--- src/rtl/gnw_audio_mixer_if.sv ---
// Signal bundle between a sound-generating core and the audio mixer.
// The master drives the sound sources and controls; the slave returns the mixed samples.
interface gnw_audio_mixer_if #(
    parameter int CHANNELS = 1
);
    logic [CHANNELS-1:0] sound_in;
    logic                mute;
    logic [2:0]          atten;
    logic                signed_mode;
    logic [15:0]         audio_l;
    logic [15:0]         audio_r;
    logic                sample_strobe;
    logic [1:0]          ramp_state;

    modport master (
        output sound_in, mute, atten, signed_mode,
        input  audio_l, audio_r, sample_strobe, ramp_state
    );

    modport slave (
        input  sound_in, mute, atten, signed_mode,
        output audio_l, audio_r, sample_strobe, ramp_state
    );
endinterface

--- src/rtl/gnw_audio_mixer.sv ---
// Decimating mixer for 1-bit sound sources: per-window duty-cycle measurement,
// channel averaging, attenuation and a gain ramp that fades in/out on mute.
module gnw_audio_mixer #(
    parameter int CHANNELS   = 1,
    parameter int DECIM_LOG2 = 11,
    parameter int RAMP_STEP  = 1
) (
    input  logic              clk_sys,
    input  logic              reset_n,
    gnw_audio_mixer_if.slave  bus
);
    localparam int CW        = DECIM_LOG2 + 1;
    localparam int CH_LOG2   = (CHANNELS == 4) ? 2 : ((CHANNELS == 2) ? 1 : 0);
    localparam int LVL_SHIFT = 14 - DECIM_LOG2;

    typedef enum logic [1:0] {
        MUTED     = 2'd0,
        RAMP_UP   = 2'd1,
        ACTIVE    = 2'd2,
        RAMP_DOWN = 2'd3
    } state_t;

    logic                  run_reg;
    logic [DECIM_LOG2-1:0] win_reg;
    logic                  win_end;
    logic [13:0]           level [CHANNELS];
    logic [15:0]           level_sum;
    logic [13:0]           mix;
    logic [13:0]           mix_att;
    logic [22:0]           u_prod;
    logic [15:0]           u_sample;
    logic signed [14:0]    s_cent;
    logic signed [14:0]    s_att;
    logic signed [24:0]    s_prod;
    logic [15:0]           s_sample;
    logic [15:0]           sample_next;
    logic [15:0]           audio_reg;
    logic                  strobe_reg;
    state_t                state_reg;
    state_t                state_next;
    logic [8:0]            gain_reg;
    logic [8:0]            gain_next;

    // run_reg holds off the first clock after reset so the first window starts one cycle late
    always_ff @(posedge clk_sys or negedge reset_n) begin
        if (!reset_n) begin
            run_reg <= 1'b0;
            win_reg <= '0;
        end else begin
            run_reg <= 1'b1;
            if (run_reg) begin
                win_reg <= win_reg + 1'b1;
            end
        end
    end

    assign win_end = run_reg && (&win_reg);

    genvar gi;
    generate
        for (gi = 0; gi < CHANNELS; gi++) begin : g_chan
            logic [CW-1:0] count_reg;
            logic [CW-1:0] count_final;
            logic [14:0]   level_full;

            // The closing cycle's input belongs to the window it closes
            assign count_final = count_reg + CW'(bus.sound_in[gi]);
            assign level_full  = 15'(count_final) << LVL_SHIFT;
            assign level[gi]   = level_full[14] ? 14'h3FFF : level_full[13:0];

            always_ff @(posedge clk_sys or negedge reset_n) begin
                if (!reset_n) begin
                    count_reg <= '0;
                end else if (run_reg) begin
                    count_reg <= win_end ? '0 : count_final;
                end
            end
        end
    endgenerate

    always_comb begin
        level_sum = '0;
        for (int i = 0; i < CHANNELS; i++) begin
            level_sum = level_sum + 16'(level[i]);
        end
        mix = 14'(level_sum >> CH_LOG2);
    end

    assign mix_att  = mix >> bus.atten;
    assign u_prod   = 23'(mix_att) * 23'(gain_reg);
    assign u_sample = 16'(u_prod >> 8);

    // Signed path is centred on mid-scale before attenuation so silence fades to zero
    assign s_cent      = $signed({1'b0, mix}) - 15'sd8192;
    assign s_att       = s_cent >>> bus.atten;
    assign s_prod      = 25'(s_att) * $signed({16'd0, gain_reg});
    assign s_sample    = 16'(s_prod >>> 8);
    assign sample_next = bus.signed_mode ? s_sample : u_sample;

    always_ff @(posedge clk_sys or negedge reset_n) begin
        if (!reset_n) begin
            audio_reg  <= '0;
            strobe_reg <= 1'b0;
        end else begin
            strobe_reg <= win_end;
            if (win_end) begin
                audio_reg <= sample_next;
            end
        end
    end

    assign bus.audio_l       = audio_reg;
    assign bus.audio_r       = audio_reg;
    assign bus.sample_strobe = strobe_reg;

    always_ff @(posedge clk_sys or negedge reset_n) begin
        if (!reset_n) begin
            state_reg <= MUTED;
            gain_reg  <= '0;
        end else if (win_end) begin
            state_reg <= state_next;
            gain_reg  <= gain_next;
        end
    end

    // A direction change only flips the state; gain moves again from the following window
    always_comb begin
        state_next = state_reg;
        gain_next  = gain_reg;
        case (state_reg)
            MUTED: begin
                gain_next = '0;
                if (!bus.mute) state_next = RAMP_UP;
            end
            RAMP_UP: begin
                if (bus.mute) begin
                    state_next = RAMP_DOWN;
                end else if (gain_reg >= 9'd256 - 9'(RAMP_STEP)) begin
                    gain_next  = 9'd256;
                    state_next = ACTIVE;
                end else begin
                    gain_next = gain_reg + 9'(RAMP_STEP);
                end
            end
            ACTIVE: begin
                gain_next = 9'd256;
                if (bus.mute) state_next = RAMP_DOWN;
            end
            RAMP_DOWN: begin
                if (!bus.mute) begin
                    state_next = RAMP_UP;
                end else if (gain_reg <= 9'(RAMP_STEP)) begin
                    gain_next  = '0;
                    state_next = MUTED;
                end else begin
                    gain_next = gain_reg - 9'(RAMP_STEP);
                end
            end
            default: begin
                state_next = MUTED;
                gain_next  = '0;
            end
        endcase
    end

    always_comb begin
        bus.ramp_state = state_reg;
    end
endmodule

--- src/flat_wrapper.sv ---
// flat-port wrapper written by rule: the top's interface ports become plain ports
module gnw_audio_mixer_flat 
#(
    parameter int CHANNELS   = 1,
    parameter int DECIM_LOG2 = 11,
    parameter int RAMP_STEP  = 1
)
  (clk_sys, reset_n, bus_sound_in, bus_mute, bus_atten, bus_signed_mode, bus_audio_l, bus_audio_r, bus_sample_strobe, bus_ramp_state);
  gnw_audio_mixer_if #(.CHANNELS(CHANNELS)) bus_i ();
  input  logic clk_sys;
  input  logic reset_n;
  input wire logic [$bits(bus_i.sound_in)-1:0] bus_sound_in;
  input wire logic [$bits(bus_i.mute)-1:0] bus_mute;
  input wire logic [$bits(bus_i.atten)-1:0] bus_atten;
  input wire logic [$bits(bus_i.signed_mode)-1:0] bus_signed_mode;
  output wire logic [$bits(bus_i.audio_l)-1:0] bus_audio_l;
  output wire logic [$bits(bus_i.audio_r)-1:0] bus_audio_r;
  output wire logic [$bits(bus_i.sample_strobe)-1:0] bus_sample_strobe;
  output wire logic [$bits(bus_i.ramp_state)-1:0] bus_ramp_state;
  assign bus_i.sound_in = bus_sound_in;
  assign bus_i.mute = bus_mute;
  assign bus_i.atten = bus_atten;
  assign bus_i.signed_mode = bus_signed_mode;
  assign bus_audio_l = bus_i.audio_l;
  assign bus_audio_r = bus_i.audio_r;
  assign bus_sample_strobe = bus_i.sample_strobe;
  assign bus_ramp_state = bus_i.ramp_state;
  gnw_audio_mixer #(.CHANNELS(CHANNELS), .DECIM_LOG2(DECIM_LOG2), .RAMP_STEP(RAMP_STEP)) u_core (.clk_sys(clk_sys), .reset_n(reset_n), .bus(bus_i));
endmodule
--- config.mk ---
export PLATFORM = sky130hd
export DESIGN_NAME = gnw_audio_mixer_flat
export DESIGN_NICKNAME = d
export VERILOG_FILES = /design/src/rtl/gnw_audio_mixer_if.sv /design/src/rtl/gnw_audio_mixer.sv /design/src/flat_wrapper.sv
export SDC_FILE = /design/constraint.sdc
export NUM_CORES = 1
export LEC_CHECK = 0
export ABC_AREA = 1
export BUFFER_PORTS_ARGS = -buffer_cell sky130_fd_sc_hd__buf_2
export CAP_MARGIN = 20
export CORE_AREA = 2 2 196 198
export CTS_BUF_LIST = sky130_fd_sc_hd__clkbuf_8
export DETAILED_ROUTE_END_ITERATION = 7
export DIE_AREA = 0 0 198 200
export SETUP_SLACK_MARGIN = 0.1
export SKIP_LAST_GASP = 1
export SLEW_MARGIN = 20
export SYNTH_ARGS = -nofsm -noshare
export SYNTH_HDL_FRONTEND = slang
export SYNTH_SLANG_ARGS = --single-unit
--- constraint.sdc ---
create_clock -name clk_sys -period 7.7 [get_ports clk_sys]
set_input_delay 0 -clock clk_sys [delete_from_list [all_inputs] [get_ports clk_sys]]
set_output_delay 0 -clock clk_sys [all_outputs]
set_load 0.1 [all_outputs]
==> Word-level counts from Yosys, hierarchy flattened <==
Index checks and enable logic that the tools add are counted.
{ "totals": {"rom_bits": 0, "word_cells": 47, "in_bits": 8, "out_inout_bits": 35, "latch_bits": 0, "n_memories": 0, "ramBits": 0, "reg_bits": 52} }
{ "classes": {"eq_ne": 9, "n_addsub": 5, "order_cmp": 2, "n_div": 0, "shift": 2, "n_reduce_logical": 5, "n_mul": 2, "bitwise": 0, "n_mux": 15} }
{ "op_table": {"columns": ["cell", "count"], "rows": [
  ["two-way mux 9 bit", 4],
  ["one-hot mux 9 bit (4 select lines)", 1],
  ["multiplier 15 x 10 -> 24 bit", 1],
  ["multiplier 14 x 9 -> 23 bit", 1],
  ["two-way mux 16 bit", 1],
  [">>> shifter 15 x 3 -> 15 bit", 1],
  ["subtractor 14 x 14 -> 15 bit (second input constant)", 1],
  ["two-way mux 14 bit", 1],
  [">> shifter 14 x 3 -> 14 bit", 1],
  ["adder 12 x 1 -> 12 bit", 1],
  ["two-way mux 12 bit", 1],
  ["two-way mux 2 bit", 6],
  ["adder 11 x 1 -> 11 bit (second input constant)", 1],
  ["AND reduction 11 bit", 1],
  ["adder 9 x 1 -> 9 bit (second input constant)", 1],
  ["greater-or-equal comparator 9 x 8 -> 1 bit (second input constant)", 1],
  ["<= comparator 9 x 1 -> 1 bit (second input constant)", 1],
  ["subtractor 9 x 1 -> 9 bit (second input constant)", 1],
  ["!= test 2 bit (second input constant)", 4],
  ["one-hot mux 2 bit (4 select lines)", 1],
  ["!= test 3 x 2 -> 1 bit (second input constant)", 2],
  ["AND reduction 5 bit", 1],
  ["== test 2 bit (second input constant)", 2],
  ["AND reduction 3 bit", 1],
  ["3 further kinds", 3]
]} }

==> Longest topological paths before layout <==
Gate-level depths: netlist of run 1.
{ "logic_depth": {"word_depth": 6, "ltp_mapped": 39, "depth_no_buf": 39} }

==> Worst setup path before layout of run 1 <==
Ideal clock, no wire load.
{ "synth_path": {"kind": "register to register", "start": "register u_core.g_chan[0].count_reg[0]", "end": "register u_core.audio_reg[9], in the netlist u_core.bus.audio_l[9]", "required_ps": 7580, "setup_ps": 120, "arrival_time_ps": 6132, "slack_ps": 1448, "path_buffers": 0, "path_stages_with_launch": 37, "synth_period_minus_slack_ps": 6252, "cell_sequence": "dfrtp_1 -> ha_1 -> nand3_2 -> nor3_1 -> nand2_1 -> nor3_1 -> xor2_1 -> nor2_1 -> inv_1 -> o21ai_0 -> o21ai_0 -> nand2_1 -> nand2_1 -> inv_1 -> nand2_1 -> fa_1 -> inv_1 -> fa_1 -> inv_1 -> fa_1 -> inv_1 -> fa_1 -> inv_1 -> fa_1 -> inv_1 -> ha_1 -> a21oi_1 -> o21ai_0 -> a21oi_1 -> nand2_2 -> nand2_1 -> nand2_1 -> or2_1 -> nand3_1 -> nand2_1 -> nand2_1 -> nand2_1"} }
{ "synth_via": {"elab_chain_cells": 6, "elab_cells_between_ends": 8, "cone_classes": "add/sub: 2; mul: 2; shift: 2; mux: 2"} }
{ "synth_lines": {"columns": ["element", "line", "rtl"], "rows": [
  ["from (decl)", "gnw_audio_mixer.sv:62", "logic [CW-1:0] count_reg;"],
  ["from (signal assigned)", "gnw_audio_mixer.sv:75", "count_reg <= win_end ? '0 : count_final;"],
  ["adder 12 x 1 -> 12 bit (*)", "gnw_audio_mixer.sv:67", "assign count_final = count_reg + CW'(bus.sound_in[gi]);"],
  ["two-way mux 14 bit (*)", "gnw_audio_mixer.sv:69", "assign level[gi] = level_full[14] ? 14'h3FFF : level_full[13:0];"],
  ["subtractor 14 x 14 -> 15 bit", "gnw_audio_mixer.sv:94", "assign s_cent = $signed({1'b0, mix}) - 15'sd8192;"],
  [">>> shifter 15 x 3 -> 15 bit", "gnw_audio_mixer.sv:95", "assign s_att = s_cent >>> bus.atten;"],
  ["multiplier 15 x 10 -> 24 bit", "gnw_audio_mixer.sv:96", "assign s_prod = 25'(s_att) * $signed({16'd0, gain_reg});"],
  ["two-way mux 16 bit (*)", "gnw_audio_mixer.sv:98", "assign sample_next = bus.signed_mode ? s_sample : u_sample;"],
  ["to (signal assigned)", "gnw_audio_mixer.sv:107", "audio_reg <= sample_next;"],
  ["to (decl)", "gnw_audio_mixer.sv:37", "logic [15:0] audio_reg;"]
]} }
Every way passes the cells marked *; elsewhere a longest branch is shown, timed or not.
A chain may end at the register's enable or synchronous reset.

==> Worst setup path after layout of run 1 <==
Ends and elaborated chain as after synthesis.

==> reports/metrics.yaml, run 1 <==
grt:
  grt_pass1_wl_um: 57740
  overflow: 0
  grt_pass1_vias: 10800
  grtUsageTotal_pct: 18.96
  antenna_found_initial: 0
  grt_max_degree: 53
logic_synthesis:
  synthMuxAreaShare_pct: 0.09256
  ys_warn_count: 0
  netlist_top_cells_area: "fa_1, inv_1, dfrtp_1"
  synth_top_family_by_area: "adder cells"
  yosys.area_share.simple_pct: 21.15
  synth_cells: 1618
  synthXorXnorAreaFrac_pct: 2.808
  synth-adder-area-share_pct: 42.48
  synth_seq_cells: 52
  ys.flop_type: "dfrtp_1"
  async_flop_share_pct: 100.0
  syn_avg_cell_area_um2: 7.519
  synth_cell_type_count: 51
  ys_seq_area_share_pct: 10.70
  yosys.area.top_type: "fa_1"
  syn-num-nets: 1922
  syn_area_um2: 12170
  synth-edff-count: 0
  synth_top_area_share_pct: 32.09
  synth-compound-area-share_pct: 8.444
cts:
  tritoncts: "yes"
  htree_levels: 2
  clk_pin_slew_ns: 0.12
  clock-sinks: 52
  postCtsSetupRepairBufs: 0
  insertion_delay_ns: 0.36
  root_buffer: "clkbuf_8"
  cts_buffer_depth: 2
  cts_buffers: 5
floorplan:
  rows: 71
  initial_utilization_pct: 32.53
  die-area_um2: 39600
  io-pin-count: 43
  die_w_um: 198
  die_h_um: 200
  coreArea_um2: 37400
run:
  maxCapViolCount: 0
worst_setup_path:
  critPathMostFrequentCell: "nand2_1"
  cp-end-kind: "flop"
  r2r_slack_ns: 0.64
  critPathKind: "reg -> reg"
  worst_setup_path_start_kind: "flop"
  reg2regPathDepth: 33
  critPathBufInv: 4
  cp.arrival_ns: 7.33
  slowest_stage: "fa_1"
  timing.rr.end: "u_core.bus.audio_l[9]$_DFFE_PN0P_"
  reg2reg_from: "u_core.g_chan[0].count_reg[0]$_DFFE_PN0P_"
  cp.depth: 33
  path_max_fanout: 12
  crit_family: "adder cells"
  crit_start: "u_core.g_chan[0].count_reg[0]$_DFFE_PN0P_"
  endpoint: "u_core.bus.audio_l[9]$_DFFE_PN0P_"
  cpPeakStageDelay_ns: 0.59
  worst-endpoint-required_ns: 7.97
detailed_routing:
  vias_per_cell: 4.769
  antenna_left: 0
  m1WireLength_um: 15050
  top_layer: "met4"
  wl_met3_um: 1601
  wl_per_cell_um: 16.20
  drtPass1Iterations: 5
  drt_iter0_drc: 679
  post-route-drc-count: 0
  drt-total-wl_um: 34690
  wl_met2_um: 16820
  via_count: 10220
final_layout:
  largest_register_ffs: 16
  final_common_cell: "inv_1"
  diodes: 0
  final_cell_mix: "inv_1, nand2_1, fa_1"
  fill_cells: 4073
  area.growth.synth_to_final_pct: 6.737
  drive_above_1_share_pct: 6.683
  nets: 1934
sta:
  tns_ns: 0
  skew_ns: 0.01808
  clock.fmax_ghz: 0.1416
  finalHoldViolCount: 0
  tightestPinTransition_ns: 1.019
  timing.final.crit_share_pct: 91.73
  fin_crit_ns: 7.064
  maxSlewHeadroom_pct: 32.00
  rsz0062_at_grt: "no"
  setup_viol: 0
  maxSlewViolCount: 0
placed_design:
  gp_congestion: 0.9254
  hpwl_um: 28930
  io_buffers: 42
run_status:
  outcome: "complete, no violations"
hold_path:
  hp-start: "bus_signed_mode"
  hp-class: "in -> reg"
## routing by layer
layer | global-route usage [%] | up-vias
met5 | 0 | -
met4 | 7.045 | 0
met3 | 1.563 | 54
met2 | 32.98 | 290
met1 | 24.73 | 4992
li1 | - | 4880
## synthesized netlist by cell type, types with 4 or more instances
| cell | count |
|---|---|
| a21boi_1 | 5 |
| a21oi_1 | 68 |
| a31oi_1 | 4 |
| buf_2 | 5 |
| buf_4 | 17 |
| clkbuf_1 | 24 |
| clkinv_1 | 5 |
| dfrtp_1 | 52 |
| fa_1 | 195 |
| ha_1 | 101 |
| inv_1 | 388 |
| nand2_1 | 304 |
| nand2_2 | 18 |
| nand3_1 | 41 |
| nand3_2 | 6 |
| nand3b_1 | 5 |
| nand4_1 | 10 |
| nor2_1 | 180 |
| nor3_1 | 21 |
| nor4_1 | 5 |
| o21a_1 | 6 |
| o21ai_0 | 59 |
| o22ai_1 | 14 |
| or2_2 | 6 |
| xnor2_1 | 9 |
| xor2_1 | 30 |
## worst reg2reg max path: cells and delay by family (launching register included)
kind,cells,cell delay (ns)
AOI/OAI and AO/OA,5,1.12
adders and majority gates,7,3.29
buffers and inverters,4,0.24
DFF,1,0.38
and+or+nand+nor,17,1.99
## final cells by class
type | instances | area (µm²) | share of cell area [%]
sequential | 52 | 1301 | 10.02
clock buffer | 5 | 68.82 | 0.5300
inverter | 393 | 1475 | 11.36
clock inverter | 3 | 42.54 | 0.3276
multi-input combinational | 1123 | 9148 | 70.45
timing repair buffer | 55 | 310.3 | 2.390
tap | 511 | 639.4 | 4.924
## repair_timing
item / 4_1_cts / 5_1_grt
endpoints found under the hold margin: 52 / 0
hold buffers: 1 / 0
endpoints found under the setup margin: 0 / 14
gates resized for setup: 0 / 10
## worst min-delay path by stage
stage | end | slack (ns) | cells past startpoint
2_1_floorplan | u_core.bus.audio_l[0]$_DFFE_PN0P_ | -0.30 | 0
3_3_place_gp | u_core.win_reg[5]$_DFFE_PN0P_ | 0.20 | 2
3_5_place_dp | u_core.win_reg[6]$_DFFE_PN0P_ | 0.21 | 2
4_1_cts | u_core.bus.audio_l[13]$_DFFE_PN0P_ | 0.09 | 3
5_1_grt | u_core.g_chan[0].count_reg[0]$_DFFE_PN0P_ | 0.13 | 4
6_report | u_core.bus.audio_l[13]$_DFFE_PN0P_ | 0.11 | 3
## cells by family (layout without fill, tap and decap cells)
logic type / after synthesis / count (layout)
adder cells (fa/ha/maj): 296 / 296
buffers and inverters: 443 / 456
AND/OR/NAND/NOR: 606 / 606
multiplexers: 1 / 1
other: 1 / 1
flip-flops: 52 / 52
AO/OA/AOI/OAI: 180 / 180
XOR/XNOR: 39 / 39
## stage by stage
step | setup slack (ns) | cells | hold WS, ns | util, % | area (µm²)
6_report | 0.6364 | 2142 | 0.1053 | 34.72 | 12990
5_1_grt | 0.1582 | 2142 | 0.1280 | 34.72 | 12990
4_1_cts | 0.2562 | 2142 | 0.08958 | 34.66 | 12960
3_5_place_dp | 0.2778 | 2133 | 0.2128 | 34.33 | 12840
3_3_place_gp | 0.3674 | 2133 | 0.2030 | 34.33 | 12840
2_1_floorplan | 1.448 | 1618 | -0.2956 | - | 12170
Power of run 1 is not shown: default switching activity piles up to over one toggle a cycle in this logic, so the estimate is an artifact.
==> inputs of run 2 (changes only) <==
--- a/config.mk
+++ b/config.mk
@@ -5,13 +5,12 @@
 export SDC_FILE = /design/constraint.sdc
 export NUM_CORES = 1
 export LEC_CHECK = 0
-export ABC_AREA = 1
+export ABC_AREA = 0
 export BUFFER_PORTS_ARGS = -buffer_cell sky130_fd_sc_hd__buf_2
 export CAP_MARGIN = 20
-export CORE_AREA = 2 2 196 198
-export CTS_BUF_LIST = sky130_fd_sc_hd__clkbuf_8
+export CORE_AREA = 2 2 195 197
 export DETAILED_ROUTE_END_ITERATION = 7
-export DIE_AREA = 0 0 198 200
+export DIE_AREA = 0 0 197 199
 export SETUP_SLACK_MARGIN = 0.1
 export SKIP_LAST_GASP = 1
 export SLEW_MARGIN = 20
==> run 2 against run 1 <==
  * Non-clock buffer count grew 43
  * Global-route usage decreased by 1.9 points
  * Synthesized cell count is 9.5% lower
  * Synthesized area is 0.30% lower
  * Core utilization is 1.4 points higher
  * Sequential cell count is the same
  * Sequential share of layout area down 0.31 points
  * Count of clock-buffer cells in the layout is the same
  * Critical path depth is 5 lower
  * Register-to-register slack lost 0.21 ns
  * Via count shrank 4.0%
  * Critical endpoint is now u_core.bus.audio_l[11]$_DFFE_PN0P_
==> reports/metrics.yaml, run 2 <==
power_and_ir_drop:
  peakVddDrop_mv: 0.09288
  power_density_nw_per_um2: 64.51
  p_leak_nw: 7.205
  finalPower_mw: 0.8660
sta:
  maxSlewViolCount: 0  # unchanged
  fin_crit_ns: 7.269  # was 7.064 ns
  setup_viol: 0  # unchanged
  tns_ns: 0  # unchanged
  timing.final.crit_share_pct: 94.40  # was 91.73%
  maxSlewHeadroom_pct: 34.42  # was 32.00%
  layout_setup_ws_ns: 0.4311  # was 0.6364 ns
  finalHoldViolCount: 0  # unchanged
  clock.fmax_ghz: 0.1376  # was 0.1416 GHz
  tightestPinTransition_ns: 0.9836  # was 1.019 ns
  skew_ns: 0.01098  # was 0.01808 ns
  rsz0062_at_grt: "yes"  # was no
floorplan:
  io-pin-count: 43  # unchanged
  initial_utilization_pct: 32.66  # was 32.53%
  rows: 71  # unchanged
  die-area_um2: 39200  # was 39600 µm²
  die_w_um: 197  # was 198 µm
  coreArea_um2: 37130  # was 37400 µm²
  die_h_um: 199  # was 200 µm
final_layout:
  seqCellArea_um2: 1304  # was 1301 µm²
  drive_above_1_share_pct: 10.46  # was 6.683%
  multi_input_area_um2: 9518  # was 9148 µm²
  final_common_cell: "inv_1"  # unchanged
  nets: 1804  # was 1934
  largest_register_ffs: 16  # unchanged
  fin_util_pct: 36.15  # was 34.72%
  fill_cells: 3853  # was 4073
  area.growth.synth_to_final_pct: 10.67  # was 6.737%
  diodes: 0  # unchanged
  final_cell_mix: "inv_1, nand2_1, fa_1"  # unchanged
worst_setup_path:
  cpPeakStageDelay_ns: 0.60  # was 0.59 ns
  cp-end-kind: "flop"  # unchanged
  path_max_fanout: 13  # was 12
  critPathKind: "reg -> reg"  # unchanged
  worst-endpoint-required_ns: 7.88  # was 7.97 ns
  reg2regPathDepth: 28  # was 33
  slowest_stage: "or4_4"  # was fa_1
  critPathMostFrequentCell: "fa_1"  # was nand2_1
  worst_setup_path_start_kind: "flop"  # unchanged
  cp.arrival_ns: 7.45  # was 7.33 ns
grt:
  antenna_found_initial: 0  # unchanged
  grtUsageTotal_pct: 17.02  # was 18.96%
  overflow: 0  # unchanged
  grt_max_degree: 53  # unchanged
  grt_pass1_vias: 9840  # was 10800
  grt_pass1_wl_um: 52680  # was 57740 µm
logic_synthesis:
  yosys.area_share.simple_pct: 17.80  # was 21.15%
  yosys.area.top_type: "fa_1"  # unchanged
  synthXorXnorAreaFrac_pct: 4.260  # was 2.808%
  synth_top_area_share_pct: 32.18  # was 32.09%
  netlist_top_cells_area: "fa_1, dfrtp_1, ha_1"  # was fa_1, inv_1, dfrtp_1
  synth_top_family_by_area: "adder cells"  # unchanged
  ys_warn_count: 0  # unchanged
  syn_avg_cell_area_um2: 8.279  # was 7.519 µm²
  ys.flop_type: "dfrtp_1"  # unchanged
  synth-adder-area-share_pct: 42.60  # was 42.48%
  synth_cell_type_count: 75  # was 51
  ys_seq_area_share_pct: 10.73  # was 10.70%
  synth_most_common_cell: "inv_1"  # unchanged
  syn-num-nets: 1769  # was 1922
  synth-compound-area-share_pct: 10.57  # was 8.444%
  async_flop_share_pct: 100.0  # unchanged
  synth_cells: 1465  # was 1618
  synth-edff-count: 0  # unchanged
  synth_seq_cells: 52  # unchanged
  synthMuxAreaShare_pct: 1.124  # was 0.09256%
  syn_area_um2: 12130  # was 12170 µm²
  synthTopCellsByCount: "inv_1, nand2_1, fa_1"  # unchanged
run_status:
  outcome: "complete, no violations"  # unchanged
detailed_routing:
  post-route-drc-count: 0  # unchanged
  drt-total-wl_um: 32000  # was 34690 µm
  antenna_left: 0  # unchanged
  drtPass1Iterations: 7  # was 5
  wl_per_cell_um: 16.20  # about the same
  drt_iter0_drc: 624  # was 679
  vias_per_cell: 4.965  # was 4.769
  via_count: 9806  # was 10220
placed_design:
  io_buffers: 42  # unchanged
  gp_congestion: 0.8955  # was 0.9254
  post-place-ws_ns: -0.2684  # was 0.2778 ns
  hpwl_um: 25890  # was 28930 µm
run:
  maxCapViolCount: 0  # unchanged
cts:
  clk_pin_slew_ns: 0.08  # was 0.12 ns
  cts_buffer_depth: 2  # unchanged
  htree_levels: 2  # unchanged
  cts_buffers: 5  # unchanged
  root_buffer: "clkbuf_16"  # was clkbuf_8
  insertion_delay_ns: 0.30  # was 0.36 ns
  clock-sinks: 52  # unchanged
  tritoncts: "yes"  # unchanged
hold_path:
  hold_path_depth: 4  # was 3
  hp-class: "in -> reg"  # unchanged
[run 2: cell types whose count changed after synthesis, moves of 21 or more]
| cell | previous run | this run |
|---|---|---|
| inv_1 | 388 | 325 |
| nor2_1 | 180 | 67 |
| and3_1 | 2 | 23 |
| nand2_1 | 304 | 199 |
| and2_1 | 1 | 81 |
| xnor2_1 | 9 | 41 |
| clkbuf_1 | 24 | 45 |
[run 2: path summary, 6_finish.rpt]
check	from	endpoint	slack [ns]
max	u_core.g_chan[0].count_reg[9]$_DFFE_PN0P_	u_core.bus.audio_l[11]$_DFFE_PN0P_	0.43
min	bus_mute	u_core.bus.ramp_state[0]$_DFFE_PN0P_	0.07
max reg2reg	u_core.g_chan[0].count_reg[9]$_DFFE_PN0P_	u_core.bus.audio_l[11]$_DFFE_PN0P_	0.43
min reg2reg	u_core.win_reg[8]$_DFFE_PN0P_	u_core.win_reg[8]$_DFFE_PN0P_	0.49
max in group asynchronous	reset_n	u_core.g_chan[0].count_reg[2]$_DFFE_PN0P_	6.82
min in group asynchronous	reset_n	u_core.win_reg[6]$_DFFE_PN0P_	0.37
[run 2: metrics by stage]
stage               instances  area, µm²  hold slack, ns
global placement         1960      12960          0.1786
CTS                      1969      13150         0.06257
floorplan                1465      12130         -0.2956
detailed placement       1960      12960          0.1911
global route             1975      13420          0.1380
finish                   1975      13420         0.06747
[run 2: final cells by class]
class	count	area share, %
timing repair buffer	98	4.745
clock inverter	3	0.1678
sequential	52	9.713
multi-input combinational	1017	70.91
clock buffer	5	0.9321
inverter	326	9.116
tap	474	4.418
[run 2: metal layers]
| layer | vias up | GRT usage, % | share of wire, % |
|---|---|---|---|
| li1 | 4620 | - | - |
| met1 | 4871 | 23.37 | 44 |
| met2 | 270 | 28.40 | 48 |
| met3 | 45 | 2.052 | 5.6 |
| met4 | 0 | 4.539 | 2.8 |
| met5 | - | 0 | 0 |
[run 2: kinds of logic after synthesis]
family / after synthesis
AOI/OAI and AO/OA: 195
and+or+nand+nor: 453
other: 1
xor gates and xnor gates: 59
buffers and inverters: 396
adders and majority gates: 296
DFF: 52
muxes: 13
[run 2: worst max-delay path, delay by kind of cell, from the launching register on]
family	cells	cell delay, ns
AND/OR/NAND/NOR	6	1.50
adder cells (fa/ha/maj)	6	2.88
buffers and inverters	5	0.39
AO/OA/AOI/OAI	10	1.76
flip-flops	1	0.44
XOR/XNOR	1	0.14
[run 2: power breakdown]
part           internal, mW  switching, mW  leakage [nW]
Combinational         0.107          0.177          6.50
Clock                 0.122          0.115        0.0742
Sequential            0.304         0.0407         0.628
[run 2: repair_timing]
action / in CTS / in global routing
hold buffers: 1 / 0
endpoints found under the setup margin: 10 / 13
resized for setup: 7 / 42
endpoints found under the hold margin: 52 / 0
buffers inserted: 0 / 6
pin swaps: 0 / 9
(Power assumes the default switching activity.)
==> inputs of run 3 (changes only) <==
--- a/config.mk
+++ b/config.mk
@@ -5,12 +5,12 @@
 export SDC_FILE = /design/constraint.sdc
 export NUM_CORES = 1
 export LEC_CHECK = 0
-export ABC_AREA = 0
+export ABC_AREA = 1
 export BUFFER_PORTS_ARGS = -buffer_cell sky130_fd_sc_hd__buf_2
 export CAP_MARGIN = 20
-export CORE_AREA = 2 2 195 197
+export CORE_AREA = 2 2 196 198
 export DETAILED_ROUTE_END_ITERATION = 7
-export DIE_AREA = 0 0 197 199
+export DIE_AREA = 0 0 198 200
 export SETUP_SLACK_MARGIN = 0.1
 export SKIP_LAST_GASP = 1
 export SLEW_MARGIN = 20
==> run 3 against run 2 <==
  * Core utilization is 1.3 points lower
  * First-iteration DRC count is 8.3% higher
  * Wire length increased by 8.5%
  * Die area up 1.0%
  * Via count is 4.1% higher
  * Final area down 2.8%
==> reports/metrics.yaml, run 3 (same netlist as run 1, synthesis figures left out) <==
run_status:
  outcome: "complete, no violations"  # unchanged
worst_setup_path:
  cpPeakStageDelay_ns: 0.59  # was 0.60 ns
  worst_setup_path_start_kind: "flop"  # unchanged
  path_max_fanout: 14  # was 13
  timing.rr.end: "u_core.bus.audio_l[9]$_DFFE_PN0P_"  # was u_core.bus.audio_l[11]$_DFFE_PN0P_
  cp-end-kind: "flop"  # unchanged
  critPathMostFrequentCell: "nand2_1"  # was fa_1
  slowest_stage: "fa_1"  # was or4_4
  worst-endpoint-required_ns: 7.92  # was 7.88 ns
  critPathKind: "reg -> reg"  # unchanged
  r2r_slack_ns: 0.61  # was 0.43 ns
  crit_start: "u_core.g_chan[0].count_reg[0]$_DFFE_PN0P_"  # was u_core.g_chan[0].count_reg[9]$_DFFE_PN0P_
  cp.arrival_ns: 7.31  # was 7.45 ns
  reg2regPathDepth: 34  # was 28
  reg2reg_from: "u_core.g_chan[0].count_reg[0]$_DFFE_PN0P_"  # was u_core.g_chan[0].count_reg[9]$_DFFE_PN0P_
grt:
  antenna_found_initial: 0  # unchanged
  grt_pass1_wl_um: 57750  # was 52680 µm
  grt_max_degree: 53  # unchanged
  overflow: 0  # unchanged
  grt_pass1_vias: 10820  # was 9840
  grtUsageTotal_pct: 18.95  # was 17.02%
sta:
  timing.final.crit_share_pct: 92.03  # was 94.40%
  rsz0062_at_grt: "no"  # was yes
  setup_viol: 0  # unchanged
  fin_crit_ns: 7.086  # was 7.269 ns
  finalHoldViolCount: 0  # unchanged
  clock.fmax_ghz: 0.1411  # was 0.1376 GHz
  tightestPinTransition_ns: 1.035  # was 0.9836 ns
  maxSlewViolCount: 0  # unchanged
  skew_ns: 0.01061  # was 0.01098 ns
  layout_setup_ws_ns: 0.6135  # was 0.4311 ns
  tns_ns: 0  # unchanged
  maxSlewHeadroom_pct: 30.91  # was 34.42%
detailed_routing:
  wl_per_cell_um: 16.21  # was 16.20 µm
  m1WireLength_um: 15210  # was 14060 µm
  drt_iter0_drc: 676  # was 624
  post-route-drc-count: 0  # unchanged
  wl_met2_um: 16840  # was 15270 µm
  wl_met3_um: 1423  # was 1785 µm
  top_layer: "met4"  # unchanged
  vias_per_cell: 4.764  # was 4.965
  drt-total-wl_um: 34730  # was 32000 µm
  via_count: 10200  # was 9806
  antenna_left: 0  # unchanged
  drtPass1Iterations: 5  # was 7
hold_path:
  holdPathEnd: "u_core.bus.audio_l[13]$_DFFE_PN0P_"  # was u_core.bus.ramp_state[0]$_DFFE_PN0P_
  hp-start: "bus_signed_mode"  # was bus_mute
  hold_path_depth: 3  # was 4
  hp-class: "in -> reg"  # unchanged
final_layout:
  drive_above_1_share_pct: 6.683  # was 10.46%
  nets: 1934  # was 1804
  final_area_um2: 13040  # was 13420 µm²
  fill_cells: 4064  # was 3853
  fin_util_pct: 34.87  # was 36.15%
  final_common_cell: "inv_1"  # unchanged
  largest_register_ffs: 16  # unchanged
  final_cell_mix: "inv_1, nand2_1, fa_1"  # unchanged
  diodes: 0  # unchanged
  multi_input_area_um2: 9148  # was 9518 µm²
  area.growth.synth_to_final_pct: 7.200  # was 10.67%
  seqCellArea_um2: 1301  # was 1304 µm²
floorplan:
  die_w_um: 198  # was 197 µm
  die-area_um2: 39600  # was 39200 µm²
  coreArea_um2: 37400  # was 37130 µm²
  initial_utilization_pct: 32.53  # was 32.66%
  rows: 71  # unchanged
  io-pin-count: 43  # unchanged
  die_h_um: 200  # was 199 µm
cts:
  clk_pin_slew_ns: 0.08  # about the same
  cts_buffers: 5  # unchanged
  cts_buffer_depth: 2  # unchanged
  postCtsSetupRepairBufs: 0  # unchanged
  root_buffer: "clkbuf_16"  # unchanged
  htree_levels: 2  # unchanged
  insertion_delay_ns: 0.32  # was 0.30 ns
  tritoncts: "yes"  # unchanged
  clock-sinks: 52  # unchanged
run:
  maxCapViolCount: 0  # unchanged
placed_design:
  gp_congestion: 0.9254  # was 0.8955
  post-place-ws_ns: 0.2778  # was -0.2684 ns
  postPlaceCellArea_um2: 12840  # was 12960 µm²
  io_buffers: 42  # unchanged
  hpwl_um: 28930  # was 25890 µm
[run 3: changes by cell type in the layout (fill, tap and decap cells not counted), moves of 12 or more]
cell | before | now
o21ai_0 | 39 | 58
nand3_1 | 22 | 41
a21oi_1 | 49 | 66
inv_1 | 325 | 386
and3_1 | 23 | 2
nand2_2 | 0 | 19
nor2_1 | 62 | 179
buf_4 | 54 | 12
nand2_1 | 198 | 303
and2_1 | 81 | 1
xnor2_1 | 38 | 9
xor2_1 | 18 | 30
[run 3: worst max-delay path by stage]
stage                     cells after the start                                  to  slack (ns)
after floorplan                              36   u_core.bus.audio_l[9]$_DFFE_PN0P_        1.45
after global placement                       30  u_core.bus.audio_l[14]$_DFFE_PN0P_        0.37
after detailed placement                     30  u_core.bus.audio_l[14]$_DFFE_PN0P_        0.28
after CTS                                    30  u_core.bus.audio_l[14]$_DFFE_PN0P_        0.25
after global routing                         34   u_core.bus.audio_l[9]$_DFFE_PN0P_        0.16
final                                        34   u_core.bus.audio_l[9]$_DFFE_PN0P_        0.61
[run 3: layout make-up]
type                       instances  share of cell area, %
sequential                        52                  9.978
tap                              511                  4.903
clock inverter                     2                 0.2974
clock buffer                       6                 0.9882
multi-input combinational       1123                  70.14
inverter                         393                  11.31
timing repair buffer              55                  2.379
[run 3: worst max-delay path: cells and delay by family, from the launching register on]
| kind | cells | cell delay, ns |
|---|---|---|
| xor+xnor | 1 | 0.23 |
| buf+inv | 5 | 0.42 |
| flops | 1 | 0.37 |
| fa+ha+maj | 7 | 3.24 |
| compound gates | 5 | 0.98 |
| simple gates | 16 | 1.75 |
[run 3: what timing repair did]
item / in CTS / in global routing
endpoints found under the setup margin: 0 / 14
resized for setup: 0 / 10
hold endpoints to repair: 52 / 0
hold buffers: 1 / 0
[run 3: metal layers]
layer	GRT usage, %	vias up
li1	-	4883
met1	24.70	5020
met2	32.89	245
met3	1.529	56
met4	7.296	0
met5	0	-
[run 3: metrics by stage]
stage / hold WS (ns) / cells
final: 0.1593 / 2142
after global routing: 0.1748 / 2142
after CTS: 0.1421 / 2142
after detailed placement: 0.2128 / 2133
after global placement: 0.2030 / 2133
after floorplan: -0.2956 / 1618
Power of run 3 is left out for the same reason.
